$ cat src/rtl/f1_pkg.sv
`default_nettype none
// ============================================================================
//  Module      : f1_pkg
//  Description : Shared types and default sizes for the F1 start-lights
//                sequencer: state encoding and default parameter values.
//  Revision    : 1.0  - initial release
// ============================================================================
package f1_pkg;

    // Default number of lights and width of the random delay word.
    localparam int F1_N_LIGHTS   = 8;
    localparam int F1_DATA_WIDTH = 7;

    // Sequencer states: idle, lights filling in, random hold before lights-out.
    typedef enum logic [1:0] {
        IDLE = 2'd0,
        SEQ  = 2'd1,
        WAIT = 2'd2
    } f1_state_e;

endpackage : f1_pkg
`default_nettype wire

$ cat src/rtl/f1_lights_sequencer.sv
`default_nettype none
// ============================================================================
//  Module      : f1_lights_sequencer
//  Description : Formula-1 style start-lights sequencer. On a trigger it
//                captures a random delay from an external LFSR, lights the
//                outputs one by one on each tick, holds all lights for the
//                captured number of ticks, then turns them off with a
//                one-cycle done pulse.
//  Ports       : clk       - rising-edge clock
//                rst       - asynchronous active-low reset
//                trigger   - start request, sampled while idle
//                abort     - cancel a running sequence (no done pulse)
//                tick      - timebase strobe; every step advances on tick
//                lfsr_data - random delay word from the external LFSR
//                lfsr_en   - LFSR advance enable (high only while idle)
//                lights    - light drive, bit 0 lit first
//                busy      - high whenever a sequence is running
//                done      - one-cycle pulse when the lights go out
//  Revision    : 1.0  - initial release
// ============================================================================
module f1_lights_sequencer
    import f1_pkg::*;
#(
    parameter int N_LIGHTS   = F1_N_LIGHTS,
    parameter int DATA_WIDTH = F1_DATA_WIDTH
) (
    input  logic                clk,
    input  logic                rst,
    input  logic                trigger,
    input  logic                abort,
    input  logic                tick,
    input  logic [DATA_WIDTH:1] lfsr_data,
    output logic                lfsr_en,
    output logic [N_LIGHTS-1:0] lights,
    output logic                busy,
    output logic                done
);

    f1_state_e               state_q,  state_d;
    logic [N_LIGHTS-1:0]     lights_q, lights_d;
    logic [DATA_WIDTH-1:0]   delay_q,  delay_d;
    logic [DATA_WIDTH-1:0]   cnt_q,    cnt_d;
    logic                    done_q,   done_d;

    // Next light pattern: shift left with a 1 fed into bit 0. Written as a
    // shift/or so it stays legal for a single-light build.
    logic [N_LIGHTS-1:0]     w_shift;
    assign w_shift = (lights_q << 1) | N_LIGHTS'(1);

    always_ff @(posedge clk or negedge rst) begin
        if (!rst) begin
            state_q  <= IDLE;
            lights_q <= '0;
            delay_q  <= '0;
            cnt_q    <= '0;
            done_q   <= 1'b0;
        end else begin
            state_q  <= state_d;
            lights_q <= lights_d;
            delay_q  <= delay_d;
            cnt_q    <= cnt_d;
            done_q   <= done_d;
        end
    end

    always_comb begin
        state_d  = state_q;
        lights_d = lights_q;
        delay_d  = delay_q;
        cnt_d    = cnt_q;
        done_d   = 1'b0;

        case (state_q)
            IDLE: begin
                lights_d = '0;
                // Abort alongside trigger keeps the block idle. A tick in
                // the accept cycle is deliberately not acted on.
                if (trigger && !abort) begin
                    // A zero delay word is clamped to 1 so the hold phase
                    // always lasts at least one tick.
                    delay_d = (lfsr_data == '0) ? DATA_WIDTH'(1) : lfsr_data;
                    state_d = SEQ;
                end
            end

            SEQ: begin
                if (abort) begin
                    state_d  = IDLE;
                    lights_d = '0;
                end else if (tick) begin
                    lights_d = w_shift;
                    // Enter the hold phase on the same edge the last light
                    // comes on.
                    if (&w_shift) begin
                        state_d = WAIT;
                        cnt_d   = delay_q;
                    end
                end
            end

            WAIT: begin
                if (abort) begin
                    state_d  = IDLE;
                    lights_d = '0;
                end else if (tick) begin
                    if (cnt_q == DATA_WIDTH'(1)) begin
                        lights_d = '0;
                        done_d   = 1'b1;
                        state_d  = IDLE;
                    end else begin
                        cnt_d = cnt_q - DATA_WIDTH'(1);
                    end
                end
            end

            default: begin
                state_d  = IDLE;
                lights_d = '0;
            end
        endcase
    end

    assign lights  = lights_q;
    assign done    = done_q;
    assign busy    = (state_q != IDLE);
    assign lfsr_en = (state_q == IDLE);

endmodule : f1_lights_sequencer
`default_nettype wire
$ cat config.mk
export PLATFORM = sky130hd
export DESIGN_NAME = f1_lights_sequencer
export DESIGN_NICKNAME = d
export VERILOG_FILES = /design/src/rtl/f1_pkg.sv /design/src/rtl/f1_lights_sequencer.sv
export SDC_FILE = /design/constraint.sdc
export NUM_CORES = 1
export LEC_CHECK = 0
export BUFFER_PORTS_ARGS = -buffer_cell sky130_fd_sc_hd__buf_2
export CORE_MARGIN = 2
export CORE_UTILIZATION = 40
export CTS_CLUSTER_DIAMETER = 30
export CTS_CLUSTER_SIZE = 25
export DETAILED_ROUTE_END_ITERATION = 8
export MAX_ROUTING_LAYER = met4
export PLACE_DENSITY = 0.68
export SKIP_CTS_REPAIR_TIMING = 1
export SLEW_MARGIN = 20
export SYNTH_ARGS = -nofsm -noshare
export SYNTH_HDL_FRONTEND = slang
export SYNTH_SLANG_ARGS = --single-unit
$ cat constraint.sdc
create_clock -name clk -period 2.22 [get_ports clk]
set_input_delay 0.333 -clock clk [delete_from_list [all_inputs] [get_ports clk]]
set_output_delay 0.333 -clock clk [all_outputs]
set_load 0.03 [all_outputs]
==> flow_metrics.env <==
export IMPL_route_detailed_drc=0
export IMPL_core_area_um2=3030
export IMPL_p_per_area_nw_per_um2=604
export IMPL_worstPathRequired_ns=2.45
export IMPL_area_growth_pct=14.8
export IMPL_tightest_slew_ns=0.557
export IMPL_dp_cells=175
export IMPL_power_frac_seq_pct=60.3
export IMPL_drt_iter0_drc=29
export IMPL_fillCellCount=286
export IMPL_antenna_cells=0
export IMPL_die_h_um=60.1
export IMPL_total_power_w=0.000872
export IMPL_yosys_area_top_type_share_pct=49.7
export IMPL_crit_type="reg2reg"
export IMPL_clk_pin_slew_ns=0.15
export IMPL_place_hpwl_um=1940
export IMPL_synth_edff_count=0
export IMPL_initial_utilization_pct=41.6
export IMPL_max_freq_mhz=598
export IMPL_p_clk_share_pct=23.9
export IMPL_antenna_found_initial=0
export IMPL_cts_buffers=3
export IMPL_drv_cap=0
export IMPL_clock_path_buffers=2
export IMPL_worstSkewPairLatency_ns=0.33
export IMPL_die_area_um2=3610
export IMPL_power_frac_comb_pct=15.8
export IMPL_num_vias=965
export IMPL_finalNonFillerCells=179
export IMPL_grt_util_all_layers_pct=16.6
export IMPL_ys_seq_area_share_pct=49.7
export IMPL_htree_levels=1
export IMPL_grt_ovfl_total=0
export IMPL_cts_root_buf="clkbuf_4"
export IMPL_ys_seq_elements=25
export IMPL_internal_power_w=0.000626
export IMPL_p_leak_nw=0.672
export IMPL_period_share_pct=75.3
export IMPL_io_buffer_count=22
export IMPL_firstDrtPassIters=4
export IMPL_multiInputGateArea_um2=608
export IMPL_wl_per_cell_um=14.5
export IMPL_pin_count=23
export IMPL_setup_violations=0
export IMPL_crit_reg2reg_launch="cnt_q[0]"
export IMPL_holdWs_ns=-0.0333
export IMPL_cp_max_fo=7
export IMPL_synth_distinct_cells=34
export IMPL_reg2reg_slack_ns=0.55
export IMPL_ys_top_cells_by_area="dfrtp_1, mux2_2, a22o_1"
export IMPL_drt_wl_total_um=2600
export IMPL_power_switching_w=0.000246
export IMPL_reg2reg_to="cnt_q[0]"
export IMPL_ys_warn_count=0
export IMPL_slew_violations=0
export IMPL_switching_share_pct=28.2
export IMPL_final_common_cell="dfrtp_1"
export IMPL_hold_violations=25
export IMPL_synth_nets=125
export IMPL_yosys_area_top_type="dfrtp_1"
export IMPL_skew_ns=0.0144
export IMPL_hold_path_class="in2async"
export IMPL_grt_start_max_net_pins=26
export IMPL_cts_sinks=25
export IMPL_globalplace_congestion=0.849
export IMPL_grt_pass1_wl_um=4280
export IMPL_cp_start_kind="register"
export IMPL_synth_flop_cell="dfrtp_1"
export IMPL_arrival_ns=1.90
export IMPL_ir_worst_vdd_mv=0.254
export IMPL_mappedNetlistArea_um2=1260
export IMPL_rsz0062_at_grt="no"
export IMPL_layout_drive_gt1_share_pct=31.1
export IMPL_ant_nets=0
export IMPL_postSynthCellCount=111
export IMPL_min_period_ns=1.67
export IMPL_final_cell_mix="dfrtp_1, buf_2, nor2_1, a21oi_1, a22o_1"
export IMPL_failed_checks="negative hold slack"
export IMPL_critPathCaptureType="register"
export IMPL_utilization_pct=47.7
export IMPL_slew_headroom_pct=62.9
export IMPL_die_w_um=60.1
export IMPL_synthArstFlopShare_pct=100
export IMPL_final_nets=150
export IMPL_routed_via_density=5.39
export IMPL_rows=20
export IMPL_status="complete, but fails checks"
export IMPL_grt_pass1_vias=860
export IMPL_cts_tree="yes"
export IMPL_r2r_cells=4
export IMPL_register_area_um2=626
export IMPL_setup_tns_ns=0
export IMPL_synth_area_per_cell_um2=11.3
[sequential cells by signal (all words and copies together) (netlist names)]
| name | count |
|---|---|
| lights | 8 |
| state_q | 2 |
| cnt_q | 7 |
| done | 1 |
| delay_q | 7 |
[worst max-delay path by stage]
stage               startpoint    endpoint  slack [ns]  cells after the start
floorplan           state_q[1]  delay_q[1]        0.22                      4
global placement         abort    cnt_q[0]        0.56                      5
detailed placement       abort    cnt_q[0]        0.54                      5
CTS                   cnt_q[0]    cnt_q[0]        0.55                      4
global route          cnt_q[0]    cnt_q[0]        0.49                      4
finish                cnt_q[0]    cnt_q[0]        0.55                      4
[final cells by class]
cell class / instances / share of cell area (%)
Tap cell: 44 / 3.81
Inverter: 3 / 0.779
Multi-Input combinational cell: 80 / 42.1
Clock inverter: 1 / 0.346
Clock buffer: 3 / 1.56
Timing Repair Buffer: 23 / 8.14
Sequential cell: 25 / 43.3
[cell families (layout without fill, tap and decap cells)]
group,after synthesis,in the layout,share of synthesized area [%]
DFF,25,25,49.7
adders and majority gates,2,2,1.99
and+or+nand+nor,38,38,20.4
buffers and inverters,6,30,1.99
muxes,7,7,6.16
AOI/OAI and AO/OA,33,33,19.8
[cell usage after synthesis (2+ instances only)]
cell       instances
o2bb2ai_1          5
nor2b_1            2
dfrtp_1           25
o21ai_0            3
ha_1               2
or3_1              2
nor2_1            10
mux2_2             6
buf_2              2
o22ai_1            4
nor3_1             4
nor4_1             3
a21oi_1           10
a22o_1             7
nor3b_4            2
inv_1              2
nand2b_1           5
[metrics by stage]
step	setup WS, ns	cell area (um2)	hold WS (ns)
global placement	0.556	1420	0.357
global route	0.487	1450	0.00127
finish	0.548	1450	-0.0333
floorplan	0.223	1260	0.0374
detailed placement	0.543	1420	0.359
CTS	0.551	1450	-0.0114
[critical path, stage by stage (launching register included)]
cell and delay [ns]:
dfrtp_1 0.46, ha_1 0.28, a311oi_4 0.41, nor2_4 0.12, a211o_1 0.32
[metal layers]
metal | global-route usage, % | vias up | part of all wire [%]
li1 | - | 467 | -
met1 | 23.4 | 473 | 46
met2 | 23.8 | 21 | 49
met3 | 2.16 | 4 | 3.5
met4 | 7.30 | 0 | 1.5
met5 | - | - | 0
[power groups by stage]
stage          Clock, W  Sequential, W  Combinational [W]
3_5_place_dp          0       0.000535           0.000139
4_1_cts        0.000215       0.000526           0.000140
6_report       0.000208       0.000526           0.000138
5_1_grt        0.000232       0.000532           0.000153
2_1_floorplan         0       0.000525          0.0000967
3_3_place_gp          0       0.000533           0.000137
Power figures use the tool's default switching activity.
